**src/rtl/aes_mem_pkg.sv**
```systemverilog
// Shared types for the AES memory-side burst controller: FSM state encoding
// and the burst direction constants carried on the mode input.
package aes_mem_pkg;

  typedef enum logic [1:0] {
    IDLE  = 2'd0,
    READ  = 2'd1,
    WRITE = 2'd2,
    DONE  = 2'd3
  } state_t;

  localparam logic MODE_READ  = 1'b0;  // encrypt source fetch
  localparam logic MODE_WRITE = 1'b1;  // decrypt result store

  function automatic logic is_active(state_t s);
    return (s == READ) || (s == WRITE);
  endfunction

endpackage

```
**src/rtl/sram_burst_controller_if.sv**
```systemverilog
// Requester and SRAM-side signals of the burst controller, bundled so the
// controller and its user share a single port.
interface sram_burst_controller_if #(
  parameter int ADDR_W = 8,
  parameter int LEN_W  = 8
);
  logic              start;
  logic              mode;
  logic              key_ready;
  logic              abort;
  logic [ADDR_W-1:0] base_addr;
  logic [LEN_W-1:0]  len;
  logic              mem_ack;
  logic              r_en;
  logic              w_en;
  logic [ADDR_W-1:0] addr;
  logic              busy;
  logic              done;
  logic              wrapped;

  modport master (
    output start, mode, key_ready, abort, base_addr, len, mem_ack,
    input  r_en, w_en, addr, busy, done, wrapped
  );

  modport slave (
    input  start, mode, key_ready, abort, base_addr, len, mem_ack,
    output r_en, w_en, addr, busy, done, wrapped
  );
endinterface

```
**src/rtl/burst_addr_counter.sv**
```systemverilog
// Address / remaining-word counter shared by read and write bursts. Load
// wins over step; wrap_pulse flags the all-ones to zero address increment.
module burst_addr_counter #(
  parameter int ADDR_W = 8,
  parameter int LEN_W  = 8
) (
  input  logic              clk,
  input  logic              n_rst,
  input  logic              load,
  input  logic              step,
  input  logic [ADDR_W-1:0] base,
  input  logic [LEN_W-1:0]  len,
  output logic [ADDR_W-1:0] addr,
  output logic              last,
  output logic              wrap_pulse
);

  logic [ADDR_W-1:0] addr_q;
  logic [LEN_W-1:0]  rem_q;

  // NOTE: registers use non-blocking assignments so every flop samples the
  // pre-edge value of its neighbours, independent of statement order.
  always_ff @(posedge clk or negedge n_rst) begin
    if (!n_rst) begin
      addr_q <= '0;
      rem_q  <= '0;
    end else if (load) begin
      addr_q <= base;
      rem_q  <= len;
    end else if (step) begin
      addr_q <= addr_q + ADDR_W'(1);
      rem_q  <= rem_q - LEN_W'(1);
    end
  end

  assign addr       = addr_q;
  assign last       = (rem_q == LEN_W'(1));
  assign wrap_pulse = step && !load && (addr_q == '1);

endmodule

```
**src/rtl/sram_burst_controller.sv**
```systemverilog
// Burst sequencer between the AES datapath and a single-port SRAM: issues
// len acknowledged reads or writes from base_addr, with key gating and abort.
module sram_burst_controller
  import aes_mem_pkg::*;
#(
  parameter int ADDR_W = 8,
  parameter int LEN_W  = 8
) (
  input  logic                     clk,
  input  logic                     n_rst,
  sram_burst_controller_if.slave   bus
);

  state_t state;
  logic   wrapped_q;
  logic   load;
  logic   step;
  logic   last;
  logic   wrap_pulse;
  logic   active;
  logic   launch;

  assign active = is_active(state);
  assign load   = (state == IDLE);
  // An aborting cycle never counts as an access, even if the SRAM acked it.
  assign step   = active && bus.mem_ack && !bus.abort;
  // Writes must wait for the round keys; reads may start at once.
  assign launch = bus.start && ((bus.mode == MODE_READ) || bus.key_ready);

  burst_addr_counter #(
    .ADDR_W (ADDR_W),
    .LEN_W  (LEN_W)
  ) u_counter (
    .clk        (clk),
    .n_rst      (n_rst),
    .load       (load),
    .step       (step),
    .base       (bus.base_addr),
    .len        (bus.len),
    .addr       (bus.addr),
    .last       (last),
    .wrap_pulse (wrap_pulse)
  );

  always_ff @(posedge clk or negedge n_rst) begin
    if (!n_rst) begin
      state     <= IDLE;
      wrapped_q <= 1'b0;
    end else begin
      case (state)
        IDLE: begin
          wrapped_q <= 1'b0;
          if (launch) begin
            if (bus.len == '0)
              state <= DONE;
            else
              state <= (bus.mode == MODE_WRITE) ? WRITE : READ;
          end
        end
        READ, WRITE: begin
          if (bus.abort) begin
            state <= IDLE;
          end else begin
            if (wrap_pulse)
              wrapped_q <= 1'b1;
            if (bus.mem_ack && last)
              state <= DONE;
          end
        end
        DONE: begin
          // Requester dropping start is the acknowledge of done.
          if (!bus.start)
            state <= IDLE;
        end
        default: state <= IDLE;
      endcase
    end
  end

  assign bus.r_en    = (state == READ);
  assign bus.w_en    = (state == WRITE);
  assign bus.busy    = active;
  assign bus.done    = (state == DONE);
  assign bus.wrapped = wrapped_q;

endmodule

```
**src/flat_wrapper.sv**
```systemverilog
// flat-port wrapper written by rule: the top's interface ports become plain ports
module sram_burst_controller_flat import aes_mem_pkg::*;
#(
  parameter int ADDR_W = 8,
  parameter int LEN_W  = 8
)
  (clk, n_rst, bus_start, bus_mode, bus_key_ready, bus_abort, bus_base_addr, bus_len, bus_mem_ack, bus_r_en, bus_w_en, bus_addr, bus_busy, bus_done, bus_wrapped);
  sram_burst_controller_if #(.ADDR_W(ADDR_W), .LEN_W(LEN_W)) bus_i ();
  input  logic clk;
  input  logic n_rst;
  input wire logic [$bits(bus_i.start)-1:0] bus_start;
  input wire logic [$bits(bus_i.mode)-1:0] bus_mode;
  input wire logic [$bits(bus_i.key_ready)-1:0] bus_key_ready;
  input wire logic [$bits(bus_i.abort)-1:0] bus_abort;
  input wire logic [$bits(bus_i.base_addr)-1:0] bus_base_addr;
  input wire logic [$bits(bus_i.len)-1:0] bus_len;
  input wire logic [$bits(bus_i.mem_ack)-1:0] bus_mem_ack;
  output wire logic [$bits(bus_i.r_en)-1:0] bus_r_en;
  output wire logic [$bits(bus_i.w_en)-1:0] bus_w_en;
  output wire logic [$bits(bus_i.addr)-1:0] bus_addr;
  output wire logic [$bits(bus_i.busy)-1:0] bus_busy;
  output wire logic [$bits(bus_i.done)-1:0] bus_done;
  output wire logic [$bits(bus_i.wrapped)-1:0] bus_wrapped;
  assign bus_i.start = bus_start;
  assign bus_i.mode = bus_mode;
  assign bus_i.key_ready = bus_key_ready;
  assign bus_i.abort = bus_abort;
  assign bus_i.base_addr = bus_base_addr;
  assign bus_i.len = bus_len;
  assign bus_i.mem_ack = bus_mem_ack;
  assign bus_r_en = bus_i.r_en;
  assign bus_w_en = bus_i.w_en;
  assign bus_addr = bus_i.addr;
  assign bus_busy = bus_i.busy;
  assign bus_done = bus_i.done;
  assign bus_wrapped = bus_i.wrapped;
  sram_burst_controller #(.ADDR_W(ADDR_W), .LEN_W(LEN_W)) u_core (.clk(clk), .n_rst(n_rst), .bus(bus_i));
endmodule
```
**config.mk**
```make
export PLATFORM = sky130hd
export DESIGN_NAME = sram_burst_controller_flat
export DESIGN_NICKNAME = d
export VERILOG_FILES = /design/src/rtl/aes_mem_pkg.sv /design/src/rtl/sram_burst_controller_if.sv /design/src/rtl/burst_addr_counter.sv /design/src/rtl/sram_burst_controller.sv /design/src/flat_wrapper.sv
export SDC_FILE = /design/constraint.sdc
export NUM_CORES = 1
export LEC_CHECK = 0
export ABC_CLOCK_PERIOD_IN_PS = 1800
export BUFFER_PORTS_ARGS = -buffer_cell sky130_fd_sc_hd__clkbuf_2
export CORE_AREA = 3 3 62 47
export DETAILED_ROUTE_END_ITERATION = 10
export DIE_AREA = 0 0 65 50
export HOLD_SLACK_MARGIN = 0.02
export PLACE_DENSITY = 0.75
export SLEW_MARGIN = 20
export SYNTH_ARGS = -nofsm -noshare
export SYNTH_HDL_FRONTEND = slang
export SYNTH_SLANG_ARGS = --single-unit
```
**constraint.sdc**
```tcl
create_clock -name clk -period 1.8 [get_ports clk]
set_input_delay 0.09 -clock clk [delete_from_list [all_inputs] [get_ports clk]]
set_output_delay 0.09 -clock clk [all_outputs]
set_load 0.05 [all_outputs]
```
Word level (Yosys, flattened, before mapping)

Cells that the tools add are included.
W data, S select, Z words.

Output and inout bits: 13
Flip-flop bits (word level): 19
Bits of input ports: 23

Reduce and logical (&&, ||, !) cells: 17
Multiplexer cells: 14
Bitwise gates (word level): 1
Equality and inequality tests: 10
$add $sub $neg: 2

Operators with widths:

| operator              | number |
|---|---|
| $mux W8               | 4 |
| $mux W2               | 6 |
| $add A8 B1 Y8 const B | 1 |
| $eq A8 B1 Y1 const B  | 1 |
| $eq A8 B8 Y1 const B  | 1 |
| $logic_not A8 Y1      | 1 |
| $sub A8 B1 Y8 const B | 1 |
| $logic_and A1 B1 Y1   | 6 |
| $ne A2 B2 Y1 const B  | 3 |
| $pmux W2 S3           | 1 |
| $reduce_and A3 Y1     | 2 |
| $eq A2 B2 Y1 const B  | 2 |
| $reduce_bool A2 Y1    | 2 |
| $ne A3 B2 Y1 const B  | 1 |
| $eq A2 B1 Y1 const B  | 1 |
| $logic_not A1 Y1      | 2 |
| $logic_not A2 Y1      | 1 |
| $logic_or A1 B1 Y1    | 2 |
| $mux W1               | 2 |
| $ne A2 B1 Y1 const B  | 1 |
| $pmux W1 S2           | 1 |
| $reduce_or A2 Y1      | 1 |
| $not A1 Y1            | 1 |

Depth between registers and ports, before layout

Gate-level depths: netlist (run 1).

Depth after elaboration: 9
Gate-level depth with buffers: 8
Gate-level depth less buffers: 6

Cells and area by module

A second synthesis (run 1) with hierarchy kept.

Cell total of the unflattened synthesis: 126
Area, all modules: 1167.4 um^2

By module, submodules not included:

| module                | instances | cells each | area each (um^2) |
|---|---|---|---|
| burst_addr_counter    | 1         | 98         | 900.9 |
| sram_burst_controller | 1         | 28         | 266.5 |

Worst setup path after synthesis (run 1)

No wires, ideal clock.

Kind: register to register
Start: register u_core.state[0]
End: register u_core.u_counter.addr_q[5] (netlist: u_core.u_counter.addr[5])
Arrival: 1.869 ns
Stages on the path, launching flop included: 8
Library setup time: 0.125 ns
Path buffers: 1
Required time: 1.675 ns
Period minus slack after synthesis: 1.993 ns
Setup slack: -0.193 ns
Cells stage by stage: dfrtp_1 > inv_1 > ha_1 > and3b_1 > buf_2 > nand3_1 > xnor2_1 > mux2_2

Cells in the longest elaborated chain, start to end: 5

RTL lines:

| what                                         | line                        | text |
|---|---|---|
| start, declared                              | sram_burst_controller.sv:14 | `state_t state;` |
| start signal, assigned                       | sram_burst_controller.sv:57 | `state <= (bus.mode == MODE_WRITE) ? WRITE : READ;` |
| $eq A2 B1 Y1 or $eq A2 B2 Y1 (tied branches) | aes_mem_pkg.sv:16           | `return (s == READ) \|\| (s == WRITE);` |
| $logic_or A1 B1 Y1 (*)                       | aes_mem_pkg.sv:16           |  |
| named net bus_busy                           | flat_wrapper.sv:21          | `output wire logic [$bits(bus_i.busy)-1:0] bus_busy;` |
| $logic_and A1 B1 Y1 (*) (2 in series)        | sram_burst_controller.sv:26 | `assign step = active && bus.mem_ack && !bus.abort;` |
| $reduce_bool A2 Y1 (no source line) (*)      | n/a                         |  |
| end signal, assigned                         | burst_addr_counter.sv:28    | `addr_q <= base;` |
| end signal, assigned                         | burst_addr_counter.sv:31    | `addr_q <= addr_q + ADDR_W'(1);` |
| end, declared                                | burst_addr_counter.sv:18    | `logic [ADDR_W-1:0] addr_q;` |

Mark *: on every way through the listed nets, which the timed path passes. The rest lies on a longest branch.
A chain may end at the register's enable or synchronous reset.

Final worst setup path (run 1)

Start: register u_core.state[1]
End: register u_core.u_counter.addr_q[3] (netlist: u_core.u_counter.addr[3])

Cells in the longest elaborated chain, start to end: 5

RTL lines:

| what                                         | line |
|---|---|
| $eq A2 B1 Y1 or $eq A2 B2 Y1 (tied branches) | aes_mem_pkg.sv:16 |
| $logic_or A1 B1 Y1                           | aes_mem_pkg.sv:16 |
| $logic_and A1 B1 Y1 (2 in series)            | sram_burst_controller.sv:26 |
| $reduce_bool A2 Y1 (no source line)          | n/a |

Several ways; a longest one is shown, not always the timed one.

==> results by group, run 1 <==
STA
  – Worst slew pin tran: 478 ps
  – Post-route clock period utilization: 94.1%
  – Min Tclk post-route: 1690 ps
  – Unrepaired setup endpoints after global routing: true
  – Setup-failing EPs final: 0
  – Setup TNS: 0 ps
  – Rel. slew slack: 68.1%
  – Fmax: 0.591 GHz
  – Max-slew violation count: 0
  – Layout Skew: 12.0 ps
  – Endpoints failing hold: 0

Worst setup path
  – Arrival time of the worst setup path: 1920 ps
  – Crit path kind: flip-flop to flip-flop
  – Slowest-stage cell, CP: dfrtp_1
  – CP Buf/Inv Count: 2
  – Crit path launch type: flip-flop
  – R2r worst-path depth: 7
  – Worst Path Required: 2030 ps
  – R2r setup slk: 110 ps
  – Crit-path max FO: 8
  – Worst setup startpoint: u_core.state[1]$_DFFE_PN0P_
  – Critical-path cell list: inv_1 > ha_4 > and3b_1 > buf_4 > nand3_1 > xor2_1 > o21ai_0
  – FF-to-FF Start: u_core.state[1]$_DFFE_PN0P_
  – Worst R2R End: u_core.u_counter.addr[3]$_DFFE_PN0P_
  – CP peak stage delay: 410 ps
  – Kind of cell adding the most delay to the critical path: flip-flops
  – Crit end category: flip-flop

Placed design
  – I/O Buffers: 35
  – Placed cell area: 1370 sq um
  – GPL Wtd Cong: 0.836
  – Hpwl dp: 1930 microns

Clock network
  – Post-CTS Resized: 0
  – CTS tree: done
  – CTS sink count: 19
  – Htree depth: 1
  – Clk slew on worst S/H paths: 120 ps
  – CTS max path bufs: 2
  – Number of buffers created by CTS: 3
  – Clk Latency, worst-skew pair: 310 ps
  – Root Buffer: clkbuf_4

Logic synthesis
  – Mapped Cells: 122
  – #FFs+latches synth: 19
  – Synth warnings: 0
  – Mean post-synth cell area: 9.37 sq um
  – Syn Nets: 152
  – Synth unique cells: 32
  – Sequential element share of the synthesized area: 41.6%
  – Synthesized area: 1140 sq um

Floorplanning
  – Die Height: 50 microns
  – Ports: 36
  – Starting Density: 48.0%
  – Core box area: 2380 sq um
  – Die area: 3250 sq um
  – Die Wd: 65 microns
  – Std cell rows: 15

Run
  – Max-cap viol count: 0

Routing
  – Vias per Instance: 4.90
  – Via count: 1019
  – Post-DR wirelength/cell: 13.1 microns
  – Post-route ant nets: 0
  – Pre-antenna DRT Iters: 4
  – Post-route DRC: 0
  – Final WL: 2720 microns
  – Iter 0 DRT Violations: 48

GRT
  – Total GRT Usage: 19.5%
  – Antenna violations before repair: 0
  – First-pass GRT wire length: 4860 microns
  – Vias in the first global route: 1057
  – Remaining global-route overflow: 0
  – Largest net degree at the start of global routing: 32

Layout
  – Total Nets Final: 205
  – Final Core Density: 65.0%
  – Fillers: 230
  – Share of cells above drive strength 1: 27.0%
  – Area Overhead vs Synth: 35.4%
  – Post-route cell area: 1550 sq um
  – Antenna cells: 0

Run status
  – Status: complete, no violations

Pwr
  – Max rail drop VDD: 0.000937 V
  – PwrDens: 1790 nW/um^2
  – LEAKAGE: 0.722 nW

Hold path
  – Worst hold path depth: 3
  – Worst hold start: bus_len[0]
  – Hold Crit Endpoint: u_core.u_counter.rem_q[0]$_DFFE_PN0P_
  – Worst Hold Class: primary input to flip-flop
[tightest hold or removal path: stages]
cell and delay [ps]:
clkbuf_2 100, nand2_1 50, o21ai_0 60
[Yosys cell counts]
cell / count / share of area [%]
nand3_1: 4 / 1.8
nor2_1: 2 / 0.66
nand3b_1: 1 / 0.66
a221o_1: 1 / 0.88
nor3_2: 1 / 0.88
a21oi_1: 1 / 0.44
and3_1: 2 / 1.1
o21ai_0: 10 / 4.4
buf_2: 1 / 0.44
nor4_1: 2 / 1.1
buf_6: 1 / 0.98
clkbuf_1: 4 / 1.3
nand2b_1: 1 / 0.55
mux2_1: 2 / 2.0
and4_1: 1 / 0.77
and3b_1: 2 / 1.5
o21ai_2: 1 / 0.77
nand2_1: 20 / 6.6
dfrtp_1: 19 / 42
xnor2_1: 3 / 2.3
inv_1: 5 / 1.6
nor2b_1: 1 / 0.55
nand4_1: 4 / 2.2
nand4b_1: 1 / 0.77
mux2i_1: 1 / 0.88
a31oi_1: 4 / 2.2
and2_1: 1 / 0.55
mux2_2: 1 / 0.98
o21ai_1: 6 / 2.6
nor2_4: 1 / 0.98
xor2_1: 11 / 8.4
ha_1: 7 / 7.7
[report_power, final]
part	internal, mW	total (mW)	switching, mW
registers	0.637	0.857	0.220
clock network	0.0865	0.224	0.138
logic	0.581	1.70	1.12
[state kept, by name, indices dropped and copies added (netlist names)]
name                    flops
u_core.state                2
u_core.bus.wrapped          1
u_core.u_counter.rem_q      8
u_core.u_counter.addr       8
[stage by stage]
| stage | power [mW] | setup slack (ps) | cells | hold WS, ps |
|---|---|---|---|---|
| finish | 2.78 | 107 | 208 | 32.4 |
| global route | 3.02 | -11.2 | 208 | 27.7 |
| CTS | 2.78 | 106 | 207 | 24.7 |
| detailed placement | 2.52 | 133 | 188 | 70.7 |
| global placement | 2.46 | 205 | 188 | 69.0 |
| floorplan | 2.17 | 49.9 | 122 | -206 |
[cell usage in the layout (no fill, tap or decap), drive strengths merged, types with 2 or more instances in the layout]
cell / netlist / routed
clkbuf: 4 / 39
nand2: 20 / 20
dfrtp: 19 / 19
o21ai: 17 / 17
dlygate4sd3: 0 / 15
xor2: 11 / 11
ha: 7 / 7
inv: 5 / 5
nand3: 4 / 4
nand4: 4 / 4
a31oi: 4 / 4
buf: 2 / 4
xnor2: 3 / 3
nor2: 3 / 3
mux2: 3 / 3
and3b: 2 / 2
and3: 2 / 2
nor4: 2 / 2
[layout make-up]
type	instances	area, sq um	share of cell area, %
Inverter	5	18.8	1.21
Clock buffer	4	26.3	1.70
Tap cell	34	42.5	2.75
Timing Repair Buffer	54	355	22.9
Multi-Input combinational cell	92	631	40.7
Sequential cell	19	475	30.7
[layer usage]
metal | routed length [microns] | vias up | GRT usage (%)
li1 | - | 526 | -
met1 | 1260 | 456 | 25.8
met2 | 1260 | 30 | 31.7
met3 | 153 | 7 | 5.24
met4 | 44 | 0 | 4.56
met5 | 0 | - | 0
[cells by family (layout without fill, tap and decap cells)]
family          count (synthesis)  in the layout  share of synthesized area (%)
xor+xnor                       14             14                           10.7
buf+inv                        11             63                           4.38
fa+ha+maj                       7              7                           7.66
compound gates                 23             23                           11.3
simple gates                   44             44                           20.6
flops                          19             19                           41.6
mux                             4              4                           3.83
[how the worst max path moves through the flow]
stage	endpoint	slack [ps]	cells past startpoint
CTS	u_core.u_counter.addr[3]$_DFFE_PN0P_	110	7
global route	u_core.u_counter.rem_q[6]$_DFFE_PN0P_	-10	7
floorplan	u_core.u_counter.addr[5]$_DFFE_PN0P_	50	7
detailed placement	u_core.u_counter.rem_q[5]$_DFFE_PN0P_	130	7
finish	u_core.u_counter.addr[3]$_DFFE_PN0P_	110	7
global placement	u_core.u_counter.rem_q[6]$_DFFE_PN0P_	200	7
[timing repair]
action | CTS | global route
buffers inserted | 0 | 1
hold endpoints to repair | 33 | 0
setup endpoints to repair | 0 | 6
hold buffers | 15 | 0
Note: power is estimated with default switching activity, not from simulation.
==> run 2, diff against run 1 <==
--- a/config.mk
+++ b/config.mk
@@ -8,10 +8,12 @@
 export ABC_CLOCK_PERIOD_IN_PS = 1800
 export BUFFER_PORTS_ARGS = -buffer_cell sky130_fd_sc_hd__clkbuf_2
 export CORE_AREA = 3 3 62 47
+export CTS_CLUSTER_DIAMETER = 80
 export DETAILED_ROUTE_END_ITERATION = 10
 export DIE_AREA = 0 0 65 50
 export HOLD_SLACK_MARGIN = 0.02
 export PLACE_DENSITY = 0.75
+export RECOVER_POWER = 100
 export SLEW_MARGIN = 20
 export SYNTH_ARGS = -nofsm -noshare
 export SYNTH_HDL_FRONTEND = slang
==> constraint.sdc (replaced) <==
create_clock -name clk -period 1.8 [get_ports clk]
set_input_delay 0.36 -clock clk [delete_from_list [all_inputs] [get_ports clk]]
set_output_delay 0.36 -clock clk [all_outputs]
set_load 0.05 [all_outputs]
==> run 2 against run 1 <==
Global-route usage shrank 1.7 points. Routed wire length shrank 7.0%. Largest power group unchanged. Combinational power shrank 4%. Critical endpoint is now bus_busy.
==> results by group, run 2 (same netlist as run 1, synthesis figures left out) <==
Layout
  – Final cell count without fillers: 194 (-6.7%)
  – Total Nets Final: 191 (-6.8%)
  – Area Overhead vs Synth: 22.4%
  – Fillers: 260 (+13%)
  – Final Core Density: 58.7% (-6.2 points)
  – Most frequent cells in the layout: clkbuf_2 (25), nand2_1 (20), dfrtp_1 (19)
  – Most common cell after layout, fill and taps aside: clkbuf_2
  – Antenna cells: 0 (unchanged)
  – Share of cells above drive strength 1: 23.1% (-3.9 points)
  – Post-route cell area: 1400 sq um (-9.6%)

GRT
  – Largest net degree at the start of global routing: 32 (unchanged)
  – Remaining global-route overflow: 0 (unchanged)
  – Vias in the first global route: 987 (-6.6%)
  – First-pass GRT wire length: 4450 microns (-8.4%)
  – Total GRT Usage: 17.8% (-1.7 points)
  – Antenna violations before repair: 0 (unchanged)

Hold path
  – Worst hold start: bus_base_addr[0]
  – Worst hold path depth: 3 (unchanged)
  – Worst Hold Class: primary input to flip-flop
  – Hold Crit Endpoint: u_core.u_counter.addr[0]$_DFFE_PN0P_

Floorplanning
  – Die area: 3250 sq um (unchanged)
  – Core box area: 2380 sq um (unchanged)
  – Starting Density: 48.0% (unchanged)
  – Std cell rows: 15 (unchanged)
  – Die Height: 50 microns (unchanged)
  – Die Wd: 65 microns (unchanged)
  – Ports: 36 (unchanged)

STA
  – Setup TNS: 0 ps (unchanged)
  – Min Tclk post-route: 1740 ps (+45.8 ps)
  – Unrepaired setup endpoints after global routing: false
  – Rel. slew slack: 32.5% (-36 points)
  – Setup-failing EPs final: 0 (unchanged)
  – Layout Skew: 2.11 ps (-9.87 ps)
  – Worst hold slack: 255 ps (+222 ps)
  – Fmax: 0.575 GHz (-2.6%)
  – Post-route clock period utilization: 96.6% (+2.5 points)
  – Worst setup margin: 61.2 ps (-45.8 ps)
  – Max-slew violation count: 0 (unchanged)
  – Endpoints failing hold: 0 (unchanged)
  – Worst slew pin tran: 1010 ps (+533 ps)

Routing
  – Post-route ant nets: 0 (unchanged)
  – Via count: 971 (-4.7%)
  – Pre-antenna DRT Iters: 4 (unchanged)
  – Post-DR wirelength/cell: 13.0 microns (-0.28%)
  – Vias per Instance: 5.01 (+2.2%)
  – Iter 0 DRT Violations: 33 (-31%)
  – Final WL: 2530 microns (-7.0%)
  – Post-route DRC: 0 (unchanged)

Worst setup path
  – Critical-path cell list: inv_1 > ha_4 > clkbuf_2
  – Crit path kind: flip-flop to primary output
  – R2r worst-path depth: 7 (unchanged)
  – R2r setup slk: 110 ps (about the same)
  – FF-to-FF Start: u_core.state[1]$_DFFE_PN0P_
  – Crit path launch type: flip-flop
  – Arrival time of the worst setup path: 1380 ps (-540 ps)
  – Worst R2R End: u_core.u_counter.addr[3]$_DFFE_PN0P_
  – Crit-path max FO: 4 (-4)
  – Worst Path Required: 1440 ps (-590 ps)
  – Crit end category: primary output
  – CP peak stage delay: 410 ps (about the same)
  – Slowest-stage cell, CP: dfrtp_1

Pwr
  – Final total power: 2.73 mW (-1.7%)
  – LEAKAGE: 0.633 nW (-12%)
  – PwrDens: 1950 nW/um^2 (+8.7%)
  – Max rail drop VDD: 0.000876 V (-6.5%)

Run status
  – Status: complete, no violations

Placed design
  – Worst slack, placed: 133 ps (unchanged)
  – GPL Wtd Cong: 0.836 (unchanged)
  – Placed cell area: 1370 sq um (unchanged)
  – I/O Buffers: 35 (unchanged)
  – Cells after DPL: 188 (unchanged)
  – Hpwl dp: 1930 microns (unchanged)

Clock network
  – CTS tree: done
  – Number of buffers created by CTS: 3 (unchanged)
  – CTS sink count: 19 (unchanged)
  – Htree depth: 1 (unchanged)
  – Root Buffer: clkbuf_4
  – Clk slew on worst S/H paths: 110 ps (about the same)
  – CTS max path bufs: 2 (unchanged)
  – Clk Latency, worst-skew pair: 300 ps (about the same)

Run
  – Max-cap viol count: 0 (unchanged)
run 2: cell types whose count changed in the layout (fill, tap and decap cells not counted):
cell,delta
clkbuf_2,-10
buf_4,-2
buf_6,+1
clkbuf_1,+10
o21ai_0,+3
clkbuf_4,+1
dlygate4sd3_1,-14
o21ai_1,-3
run 2: power by group:
| part | internal, mW | leakage (nW) | switching [mW] |
|---|---|---|---|
| combinational | 0.538 | 0.385 | 1.11 |
| clock | 0.0865 | 0.0150 | 0.142 |
| sequential | 0.637 | 0.233 | 0.221 |
| total | 1.26 | 0.633 | 1.47 |
run 2: how the worst max path moves through the flow:
stage | startpoint | end | slack (ps) | cells after the start
global route | u_core.state[1]$_DFFE_PN0P_ | u_core.u_counter.addr[4]$_DFFE_PN0P_ | 6 | 7
floorplan | u_core.state[0]$_DFFE_PN0P_ | u_core.u_counter.addr[5]$_DFFE_PN0P_ | 50 | 7
global placement | u_core.state[1]$_DFFE_PN0P_ | u_core.u_counter.rem_q[6]$_DFFE_PN0P_ | 200 | 7
detailed placement | u_core.state[0]$_DFFE_PN0P_ | u_core.u_counter.rem_q[5]$_DFFE_PN0P_ | 130 | 7
finish | u_core.state[1]$_DFFE_PN0P_ | bus_busy | 60 | 3
CTS | u_core.state[0]$_DFFE_PN0P_ | bus_busy | 40 | 3
run 2: layout make-up:
type / instances / area, sq um / area share, %
Multi-Input combinational cell: 92 / 631 / 45.0
Timing Repair Buffer: 40 / 206 / 14.7
Clock buffer: 4 / 26.3 / 1.88
Sequential cell: 19 / 475 / 34.0
Inverter: 5 / 18.8 / 1.34
Tap cell: 34 / 42.5 / 3.04
run 2: routing by layer:
metal / GRT usage, % / wire (microns)
met1: 24.7 / 1200
met2: 27.8 / 1140
met3: 5.01 / 165
met4: 3.16 / 12
met5: 0 / 0
run 2: timing repair:
item / 4_1_cts / 5_1_grt
setup buffers: 0 / 1
resized for setup: 0 / 1
setup endpoints to repair: 0 / 7
hold buffers: 1 / 0
hold endpoints to repair: 19 / 0
run 2: worst max-delay path: cells and delay by family, from the launching register on:
family     cells  cell delay (ps)
flops          1              410
buf+inv        2              380
fa+ha+maj      1              290
==> run 3, diff against run 2 <==
--- a/config.mk
+++ b/config.mk
@@ -8,7 +8,7 @@
 export ABC_CLOCK_PERIOD_IN_PS = 1800
 export BUFFER_PORTS_ARGS = -buffer_cell sky130_fd_sc_hd__clkbuf_2
 export CORE_AREA = 3 3 62 47
-export CTS_CLUSTER_DIAMETER = 80
+export CTS_CLUSTER_DIAMETER = 200
 export DETAILED_ROUTE_END_ITERATION = 10
 export DIE_AREA = 0 0 65 50
 export HOLD_SLACK_MARGIN = 0.02
==> constraint.sdc (replaced) <==
create_clock -name clk -period 1.8 [get_ports clk]
set_input_delay 0.36 -clock clk [delete_from_list [all_inputs] [get_ports clk]]
set_output_delay 0.36 -clock clk [all_outputs]
set_load 0.02 [all_outputs]
==> run 3 against run 2 <==
Sequential cell count unchanged. Via count up 2.6%. Fmax up 2.2%. Non-clock buffer count up 2. Clock power down 7%. Sequential share of layout area down 0.18 points. Die area unchanged. Largest power group unchanged. Highest routed layer unchanged.
==> results by group, run 3 (same netlist as run 1, synthesis figures left out) <==
Placed design
  – I/O Buffers: 35 (unchanged)
  – Hpwl dp: 1960 microns (+1.6%)
  – Worst slack, placed: 101 ps (-32.8 ps)
  – GPL Wtd Cong: 0.757 (-9.4%)

GRT
  – Total GRT Usage: 17.9% (+0.13 points)
  – First-pass GRT wire length: 4400 microns (-1.2%)
  – Remaining global-route overflow: 0 (unchanged)
  – Vias in the first global route: 961 (-2.6%)
  – Antenna violations before repair: 0 (unchanged)
  – Largest net degree at the start of global routing: 32 (unchanged)

STA
  – Min Tclk post-route: 1700 ps (-38.1 ps)
  – Setup TNS: 0 ps (unchanged)
  – Worst setup margin: 99.2 ps (+38.1 ps)
  – Max-slew violation count: 0 (unchanged)
  – Setup-failing EPs final: 0 (unchanged)
  – Fmax: 0.588 GHz (+2.2%)
  – Endpoints failing hold: 0 (unchanged)
  – Worst slew pin tran: 1040 ps (+33.0 ps)
  – Layout Skew: 0.790 ps (-1.32 ps)
  – Rel. slew slack: 30.3% (-2.2 points)
  – Post-route clock period utilization: 94.5% (-2.1 points)
  – Unrepaired setup endpoints after global routing: false

Pwr
  – LEAKAGE: 0.629 nW (-0.61%)
  – PwrDens: 1710 nW/um^2 (-12%)
  – Final total power: 2.41 mW (-12%)
  – Max rail drop VDD: 0.000746 V (-15%)

Floorplanning
  – Ports: 36 (unchanged)
  – Die area: 3250 sq um (unchanged)
  – Die Height: 50 microns (unchanged)
  – Core box area: 2380 sq um (unchanged)
  – Starting Density: 48.0% (unchanged)
  – Die Wd: 65 microns (unchanged)
  – Std cell rows: 15 (unchanged)

Layout
  – Most frequent cells in the layout: clkbuf_2 (21), nand2_1 (20), dfrtp_1 (19)
  – Most common cell after layout, fill and taps aside: clkbuf_2
  – Antenna cells: 0 (unchanged)
  – Area Overhead vs Synth: 23.1%
  – Total Nets Final: 193 (+1.0%)
  – Share of cells above drive strength 1: 22.2% (-0.90 points)

Hold path
  – Hold Crit Endpoint: u_core.u_counter.addr[7]$_DFFE_PN0P_
  – Worst hold path depth: 3 (unchanged)
  – Worst hold start: bus_base_addr[7]
  – Worst Hold Class: primary input to flip-flop

Run
  – Max-cap viol count: 0 (unchanged)

Routing
  – Pre-antenna DRT Iters: 4 (unchanged)
  – Vias per Instance: 5.08 (+1.5%)
  – Post-DR wirelength/cell: 13.1 microns (+0.86%)
  – Post-route ant nets: 0 (unchanged)
  – Iter 0 DRT Violations: 15 (-55%)
  – Via count: 996 (+2.6%)
  – Post-route DRC: 0 (unchanged)
  – Final WL: 2580 microns (+1.9%)

Worst setup path
  – R2r setup slk: 130 ps (+20 ps)
  – FF-to-FF Start: u_core.state[0]$_DFFE_PN0P_
  – Worst Path Required: 1440 ps (about the same)
  – Arrival time of the worst setup path: 1340 ps (-40 ps)
  – Crit path kind: flip-flop to primary output
  – R2r worst-path depth: 6 (-1)
  – Crit-path max FO: 4 (unchanged)
  – Crit path launch type: flip-flop
  – Crit end category: primary output
  – Worst R2R End: u_core.state[0]$_DFFE_PN0P_

Clock network
  – Number of buffers created by CTS: 3 (unchanged)
  – Root Buffer: clkbuf_4
  – CTS sink count: 19 (unchanged)
  – CTS tree: done
  – Htree depth: 1 (unchanged)
  – Clk slew on worst S/H paths: 100 ps (about the same)
  – CTS max path bufs: 2 (unchanged)
  – Clk Latency, worst-skew pair: 290 ps (about the same)

Run status
  – Status: complete, no violations
==> run 3: changes by cell type in the layout (fill, tap and decap cells not counted), sizes merged <==
cell    change
buf         +3
clkbuf      -1
==> run 3: layout make-up <==
cell class,instances,area [sq um]
Inverter,5,18.8
Fill cell,240,976
Multi-Input combinational cell,92,632
Timing Repair Buffer,42,213
Tap cell,34,42.5
Clock buffer,4,26.3
Sequential cell,19,475
==> run 3: power by group <==
group	internal [mW]	leakage [nW]	switching, mW	total [mW]
clock network	0.0863	0.0150	0.127	0.213
registers	0.638	0.233	0.218	0.856
logic	0.553	0.381	0.787	1.34
==> run 3: metal layers <==
| layer | part of all wire [%] | wire length [microns] | global-route usage, % | vias to the layer above |
|---|---|---|---|---|
| li1 | - | - | - | 501 |
| met1 | 46 | 1190 | 23.4 | 467 |
| met2 | 48 | 1230 | 28.4 | 23 |
| met3 | 4.9 | 125 | 5.01 | 5 |
| met4 | 1.1 | 29 | 6.32 | 0 |
| met5 | 0 | 0 | 0 | - |
==> run 3: what timing repair did <==
| item | 4_1_cts | 5_1_grt |
|---|---|---|
| gates resized for setup | 0 | 3 |
| hold buffers | 1 | 0 |
| buffers inserted | 0 | 3 |
| hold endpoints to repair | 19 | 0 |
| setup endpoints to repair | 0 | 13 |
==> run 3: critical path, cell delays in order (launching register included) <==
cell      delay [ps]
dfrtp_1          400
inv_1            110
ha_4             290
clkbuf_1         250
==> run 3: per-stage QoR <==
stage | std cells | area, sq um | utilization, % | hold slack, ps
3_3_place_gp | 188 | 1350 | 56.7 | 338
5_1_grt | 196 | 1410 | 59.1 | 258
4_1_cts | 193 | 1390 | 58.3 | 258
6_report | 196 | 1410 | 59.1 | 266
2_1_floorplan | 122 | 1140 | - | 64.4
3_5_place_dp | 188 | 1350 | 56.7 | 341
==> run 3: worst max-delay path by stage <==
stage	slack [ps]	cells past startpoint	startpoint	to
global route	20	7	u_core.state[0]$_DFFE_PN0P_	u_core.u_counter.rem_q[6]$_DFFE_PN0P_
global placement	170	7	u_core.state[0]$_DFFE_PN0P_	u_core.u_counter.rem_q[6]$_DFFE_PN0P_
detailed placement	100	6	u_core.state[0]$_DFFE_PN0P_	u_core.state[0]$_DFFE_PN0P_
finish	100	3	u_core.state[0]$_DFFE_PN0P_	bus_busy
CTS	80	6	u_core.state[0]$_DFFE_PN0P_	u_core.state[0]$_DFFE_PN0P_
floorplan	30	7	u_core.state[0]$_DFFE_PN0P_	u_core.u_counter.addr[5]$_DFFE_PN0P_
